## config.mk

```make
export PLATFORM = sky130hd
export DESIGN_NAME = pipe_controller
export DESIGN_NICKNAME = d
export VERILOG_FILES = /design/src/rtl/riscv_pkg.sv /design/src/rtl/aludec.sv /design/src/rtl/pipe_controller.sv
export SDC_FILE = /design/constraint.sdc
export NUM_CORES = 1
export LEC_CHECK = 0
export ABC_AREA = 0
export CAP_MARGIN = 25
export CORE_AREA = 2 2 50 47
export CTS_CLUSTER_DIAMETER = 80
export DETAILED_ROUTE_END_ITERATION = 16
export DIE_AREA = 0 0 52 49
export PLACE_DENSITY = 0.67
export RECOVER_POWER = 100
export SLEW_MARGIN = 20
export SYNTH_ARGS = -nofsm -noshare
export SYNTH_HDL_FRONTEND = slang
export SYNTH_SLANG_ARGS = --single-unit
```

## constraint.sdc

```tcl
create_clock -name clk -period 2 [get_ports clk]
set_input_delay 0.3 -clock clk [delete_from_list [all_inputs] [get_ports clk]]
set_output_delay 0.3 -clock clk [all_outputs]
set_load 0.02 [all_outputs]
```

## src/rtl/riscv_pkg.sv

```systemverilog
// Shared encodings for the pipelined RISC-V control path: opcodes,
// ALU operations, immediate formats, result selects and ALU decode classes.
package riscv_pkg;

  localparam int unsigned OP_W      = 7;
  localparam int unsigned ALUCTRL_W = 3;
  localparam int unsigned IMMSRC_W  = 3;
  localparam int unsigned RESSRC_W  = 2;
  localparam int unsigned ALUOP_W   = 2;

  // Opcodes
  localparam logic [OP_W-1:0] OP_LW    = 7'b0000011;
  localparam logic [OP_W-1:0] OP_SW    = 7'b0100011;
  localparam logic [OP_W-1:0] OP_RTYPE = 7'b0110011;
  localparam logic [OP_W-1:0] OP_BEQ   = 7'b1100011;
  localparam logic [OP_W-1:0] OP_IALU  = 7'b0010011;
  localparam logic [OP_W-1:0] OP_JAL   = 7'b1101111;
  localparam logic [OP_W-1:0] OP_LUI   = 7'b0110111;

  // ALU operations
  localparam logic [ALUCTRL_W-1:0] ALU_ADD = 3'b000;
  localparam logic [ALUCTRL_W-1:0] ALU_SUB = 3'b001;
  localparam logic [ALUCTRL_W-1:0] ALU_AND = 3'b010;
  localparam logic [ALUCTRL_W-1:0] ALU_OR  = 3'b011;
  localparam logic [ALUCTRL_W-1:0] ALU_XOR = 3'b100;
  localparam logic [ALUCTRL_W-1:0] ALU_SLT = 3'b101;

  // Immediate formats
  localparam logic [IMMSRC_W-1:0] IMM_I = 3'b000;
  localparam logic [IMMSRC_W-1:0] IMM_S = 3'b001;
  localparam logic [IMMSRC_W-1:0] IMM_B = 3'b010;
  localparam logic [IMMSRC_W-1:0] IMM_J = 3'b011;
  localparam logic [IMMSRC_W-1:0] IMM_U = 3'b100;

  // Result selects
  localparam logic [RESSRC_W-1:0] RES_ALU = 2'b00;
  localparam logic [RESSRC_W-1:0] RES_MEM = 2'b01;
  localparam logic [RESSRC_W-1:0] RES_PC4 = 2'b10;

  // ALU decode classes
  localparam logic [ALUOP_W-1:0] ALUOP_ADD  = 2'b00;
  localparam logic [ALUOP_W-1:0] ALUOP_SUB  = 2'b01;
  localparam logic [ALUOP_W-1:0] ALUOP_FUNC = 2'b10;

  // Main-decoder output bundle
  typedef struct packed {
    logic                 reg_write;
    logic [IMMSRC_W-1:0]  imm_src;
    logic                 alu_src_a;
    logic                 alu_src_b;
    logic                 mem_write;
    logic [RESSRC_W-1:0]  result_src;
    logic                 branch;
    logic [ALUOP_W-1:0]   alu_op;
    logic                 jump;
  } dec_t;

  // Controls carried from D into the E stage
  typedef struct packed {
    logic                 reg_write;
    logic [RESSRC_W-1:0]  result_src;
    logic                 mem_write;
    logic                 jump;
    logic                 branch;
    logic [ALUCTRL_W-1:0] alu_control;
    logic                 alu_src_a;
    logic                 alu_src_b;
  } ctrl_e_t;

endpackage

```

## src/rtl/aludec.sv

```systemverilog
// ALU decode: maps ALUOp/funct3/funct7b5 to an ALU operation.
// Ports: op5 (opD[5]), funct3, funct7b5, alu_op in; alu_control out (comb).
module aludec
  import riscv_pkg::*;
(
  input  logic                 op5,
  input  logic [2:0]           funct3,
  input  logic                 funct7b5,
  input  logic [ALUOP_W-1:0]   alu_op,
  output logic [ALUCTRL_W-1:0] alu_control
);

  always_comb begin
    alu_control = ALU_ADD;
    case (alu_op)
      ALUOP_ADD: alu_control = ALU_ADD;
      ALUOP_SUB: alu_control = ALU_SUB;
      ALUOP_FUNC: begin
        case (funct3)
          // Only R-type (op5=1) with funct7b5 subtracts; addi never does
          3'b000:  alu_control = (op5 && funct7b5) ? ALU_SUB : ALU_ADD;
          3'b010:  alu_control = ALU_SLT;
          3'b100:  alu_control = ALU_XOR;
          3'b110:  alu_control = ALU_OR;
          3'b111:  alu_control = ALU_AND;
          default: alu_control = ALU_ADD;
        endcase
      end
      default: alu_control = ALU_ADD;
    endcase
  end

endmodule

```

## src/rtl/pipe_controller.sv

```systemverilog
// Pipelined control unit: decodes in D and carries controls through the
// E, M and W pipeline registers; resolves branch/jump redirect in E.
// Ports: clk, rst (sync, active-high); opD/funct3D/funct7b5D decode fields;
// FlushE bubbles E; ZeroE ALU flag; ImmSrcD (comb); E controls; PCSrcE (comb);
// ResultSrcEb0 (load in E); MemWriteM, RegWriteM; RegWriteW, ResultSrcW.
module pipe_controller
  import riscv_pkg::*;
(
  input  logic                 clk,
  input  logic                 rst,
  input  logic [OP_W-1:0]      opD,
  input  logic [2:0]           funct3D,
  input  logic                 funct7b5D,
  input  logic                 FlushE,
  input  logic                 ZeroE,
  output logic [IMMSRC_W-1:0]  ImmSrcD,
  output logic [ALUCTRL_W-1:0] ALUControlE,
  output logic                 ALUSrcAE,
  output logic                 ALUSrcBE,
  output logic                 PCSrcE,
  output logic                 ResultSrcEb0,
  output logic                 MemWriteM,
  output logic                 RegWriteM,
  output logic                 RegWriteW,
  output logic [RESSRC_W-1:0]  ResultSrcW
);

  dec_t                 dec;
  logic [ALUCTRL_W-1:0] alu_control_d;
  ctrl_e_t              ctrl_d;
  ctrl_e_t              ctrl_e;
  logic [RESSRC_W-1:0]  result_src_m;

  // Main decoder; unknown opcodes fall through to all-zero controls
  always_comb begin
    dec = '0;
    case (opD)
      OP_LW: begin
        dec.reg_write  = 1'b1;
        dec.imm_src    = IMM_I;
        dec.alu_src_b  = 1'b1;
        dec.result_src = RES_MEM;
      end
      OP_SW: begin
        dec.imm_src    = IMM_S;
        dec.alu_src_b  = 1'b1;
        dec.mem_write  = 1'b1;
      end
      OP_RTYPE: begin
        dec.reg_write  = 1'b1;
        dec.alu_op     = ALUOP_FUNC;
      end
      OP_BEQ: begin
        dec.imm_src    = IMM_B;
        dec.branch     = 1'b1;
        dec.alu_op     = ALUOP_SUB;
      end
      OP_IALU: begin
        dec.reg_write  = 1'b1;
        dec.imm_src    = IMM_I;
        dec.alu_src_b  = 1'b1;
        dec.alu_op     = ALUOP_FUNC;
      end
      OP_JAL: begin
        dec.reg_write  = 1'b1;
        dec.imm_src    = IMM_J;
        dec.result_src = RES_PC4;
        dec.jump       = 1'b1;
      end
      OP_LUI: begin
        dec.reg_write  = 1'b1;
        dec.imm_src    = IMM_U;
        dec.alu_src_a  = 1'b1;
        dec.alu_src_b  = 1'b1;
      end
      default: dec = '0;
    endcase
  end

  aludec u_aludec (
    .op5         (opD[5]),
    .funct3      (funct3D),
    .funct7b5    (funct7b5D),
    .alu_op      (dec.alu_op),
    .alu_control (alu_control_d)
  );

  assign ImmSrcD = dec.imm_src;

  assign ctrl_d = '{
    reg_write:   dec.reg_write,
    result_src:  dec.result_src,
    mem_write:   dec.mem_write,
    jump:        dec.jump,
    branch:      dec.branch,
    alu_control: alu_control_d,
    alu_src_a:   dec.alu_src_a,
    alu_src_b:   dec.alu_src_b
  };

  // D->E register; flush inserts a bubble, reset dominates
  always_ff @(posedge clk) begin
    if (rst || FlushE) ctrl_e <= '0;
    else               ctrl_e <= ctrl_d;
  end

  // E->M and M->W registers
  always_ff @(posedge clk) begin
    if (rst) begin
      RegWriteM    <= 1'b0;
      MemWriteM    <= 1'b0;
      result_src_m <= '0;
      RegWriteW    <= 1'b0;
      ResultSrcW   <= '0;
    end else begin
      RegWriteM    <= ctrl_e.reg_write;
      MemWriteM    <= ctrl_e.mem_write;
      result_src_m <= ctrl_e.result_src;
      RegWriteW    <= RegWriteM;
      ResultSrcW   <= result_src_m;
    end
  end

  assign ALUControlE  = ctrl_e.alu_control;
  assign ALUSrcAE     = ctrl_e.alu_src_a;
  assign ALUSrcBE     = ctrl_e.alu_src_b;
  assign ResultSrcEb0 = ctrl_e.result_src[0];
  assign PCSrcE       = (ctrl_e.branch & ZeroE) | ctrl_e.jump;

endmodule

```

==> metrics <==
grt total ovfl 0; initial antenna violation count 0; RD Place Congestion 0.704; final hold viol count 0; LEAKAGE 0.476 nW; R2R Setup Slk 1.44 ns; clock sinks 17; worst-margin pin slew 0.305 ns; Seq/Total Area, Yosys 50.3%; DR DRC count 0; Post-CTS Hold Fix Bufs 0; Post-synth EDFFs 0; # diodes 0; sequential share of power 58.1%; WL/cell 9.60 um; Final #Nets 127; critical path fanouts, max 4; Worst-path clk slew 0.09 ns; Setup crit start kind input pin; top cells by count, synth dfxtp_1 (17), nor2b_1 (8), nor2_1 (5), nand2_1 (4), or2_1 (4); Max Slew Vio Count 0; Syn Nets 87; setup ws final 0.108 ns; Setup violations, final 0; critical path class in -> out; Comb power frac 11.7%; Clock power frac 30.2%; fillers 210; period utilization 94.6%; Initial Util 32.8%; DR iter-0 viols 2; FFs w/ async S/R, synth 0%; RSZ-0062 raised after global routing false; placed cell count 132; Post-Place Worst Slack -0.279 ns; via count 586; Worst Skew 0.000130 ns; DIE HEIGHT 49 um; Longest Clk Path Bufs 2; syn avg cell area 9.67 um^2; register bit total from synthesis 17; min-delay worst type reg -> reg; first-pass GRT wire length 2260 um; Post-DRT Antenna Nets 0; non-filler cells, final 136; number of max-cap violations 0; Die X 52 um; IO buf count 29; FMAX 0.528 GHz; pwr/cell area 548 mW/mm^2; largest net degree at the start of global routing 11; Worst-Skew Late Latency 0.28 ns; worst vdd ir 0.000205 V; post-cts sizing count 4; Syn-to-layout area delta 57.1%; Core ar. 0.00206 mm^2; synthesized area 677 um^2; hpwl dp 1070 um; largest cells by area after synthesis dfxtp_1 (50%), nor2b_1 (7.4%), ha_1 (3.7%); Setup crit end kind output pin; global-route usage over all layers 11.7%; Yosys top cell area share 50.3%; TritonCTS clock tree yes; die area 0.00255 mm^2; P_int 0.455 mW; predominant post-synthesis flop cell dfxtp_1; clock buffer count from CTS 3; area leader, netlist dfxtp_1; Slew headroom 79.6%; sw frac 21.9%; io pins 30; final WL 1310 um; Net Switching 0.128 mW; minimum clock period 1.89 ns; Netlist cell types 29; vias in the first global route 567; std cell rows 16; Root Buffer clkbuf_4; YS warnings 0; Post CTS Setup Buffer Count 0; layout cells sized above 1 17.4%; Synth Instances 70; Final Core Density 51.6%; final hold slack 0.446 ns; most common cell in the netlist dfxtp_1; status complete, no violations; CP required 1.70 ns; H-Tree Level Count 1; first drt pass iteration count 2; crit path DAT 1.59 ns; Via density 4.31
-- power groups by stage --
stage,combinational [mW],sequential (mW),clock [mW]
floorplan,0.0203,0.347,0
global placement,0.0682,0.347,0
detailed placement,0.0694,0.347,0
CTS,0.0695,0.339,0.184
global route,0.0752,0.339,0.193
finish,0.0681,0.339,0.176
-- worst max-delay path: stages --
cell             delay [ns]
clkdlybuf4s50_1        0.43
and4bb_1               0.35
and3_2                 0.19
dlygate4sd2_1          0.32
-- layout by cell type (no fill, tap or decap), types with 2 or more instances in the layout --
master,netlist,final
nor2_1,5,5
ha_1,2,2
clkbuf_4,0,4
dlygate4sd3_1,0,13
clkdlybuf4s50_1,0,13
or2_1,4,4
buf_4,3,9
inv_1,3,3
dfxtp_1,17,17
nand2_1,4,4
nor2b_1,8,8
a21oi_1,3,3
-- kinds of logic (layout without fill, tap and decap cells) --
| family | Yosys count | after routing | share of synthesized area (%) |
|---|---|---|---|
| xor gates and xnor gates | 1 | 1 | 1.29 |
| AOI/OAI and AO/OA | 8 | 8 | 7.02 |
| buffers and inverters | 8 | 47 | 7.21 |
| DFF | 17 | 17 | 50.3 |
| and+or+nand+nor | 34 | 34 | 30.5 |
| adders and majority gates | 2 | 2 | 3.70 |
-- layout make-up --
type / count / area (um^2) / share of cell area, %
Clock buffer: 3 / 22.5 / 2.12
Multi-Input combinational cell: 45 / 288 / 27.1
Sequential cell: 17 / 340 / 32.0
Tap cell: 27 / 33.8 / 3.18
Clock inverter: 1 / 5.00 / 0.471
Timing Repair Buffer: 39 / 359 / 33.8
Inverter: 4 / 15.0 / 1.41
-- registers in the layout, summed over array words and instances (netlist names), 2 cells and up --
| signal | cells |
|---|---|
| result_src_m | 2 |
| ctrl_e | 4 |
| ResultSrcW | 2 |
| ALUControlE | 3 |
-- per-stage QoR --
step	instance area [um^2]	setup TNS [ns]	total power, mW
floorplan	677	0	0.368
global placement	1040	-0.854	0.415
detailed placement	1040	-0.894	0.416
CTS	1070	0	0.593
global route	1060	0	0.607
finish	1060	0	0.583
-- worst paths after layout --
| kind | cells past startpoint | end | from |
|---|---|---|---|
| worst max-delay path | 4 | ImmSrcD[2] | opD[3] |
| worst min-delay path | 1 | MemWriteM | ctrl_e[7] |
| worst max register to register | 1 | RegWriteW | RegWriteM |
| worst min register to register | 1 | MemWriteM | ctrl_e[7] |
-- per-layer routing --
metal / up-vias / wire length [um] / global-route usage (%)
li1: 311 / - / -
met2: 20 / 631 / 18.4
met5: - / 0 / 0
met3: 2 / 81 / 1.84
met1: 253 / 578 / 14.4
met4: 0 / 14 / 7.89
No activity file was read; power rests on OpenSTA's default activity.
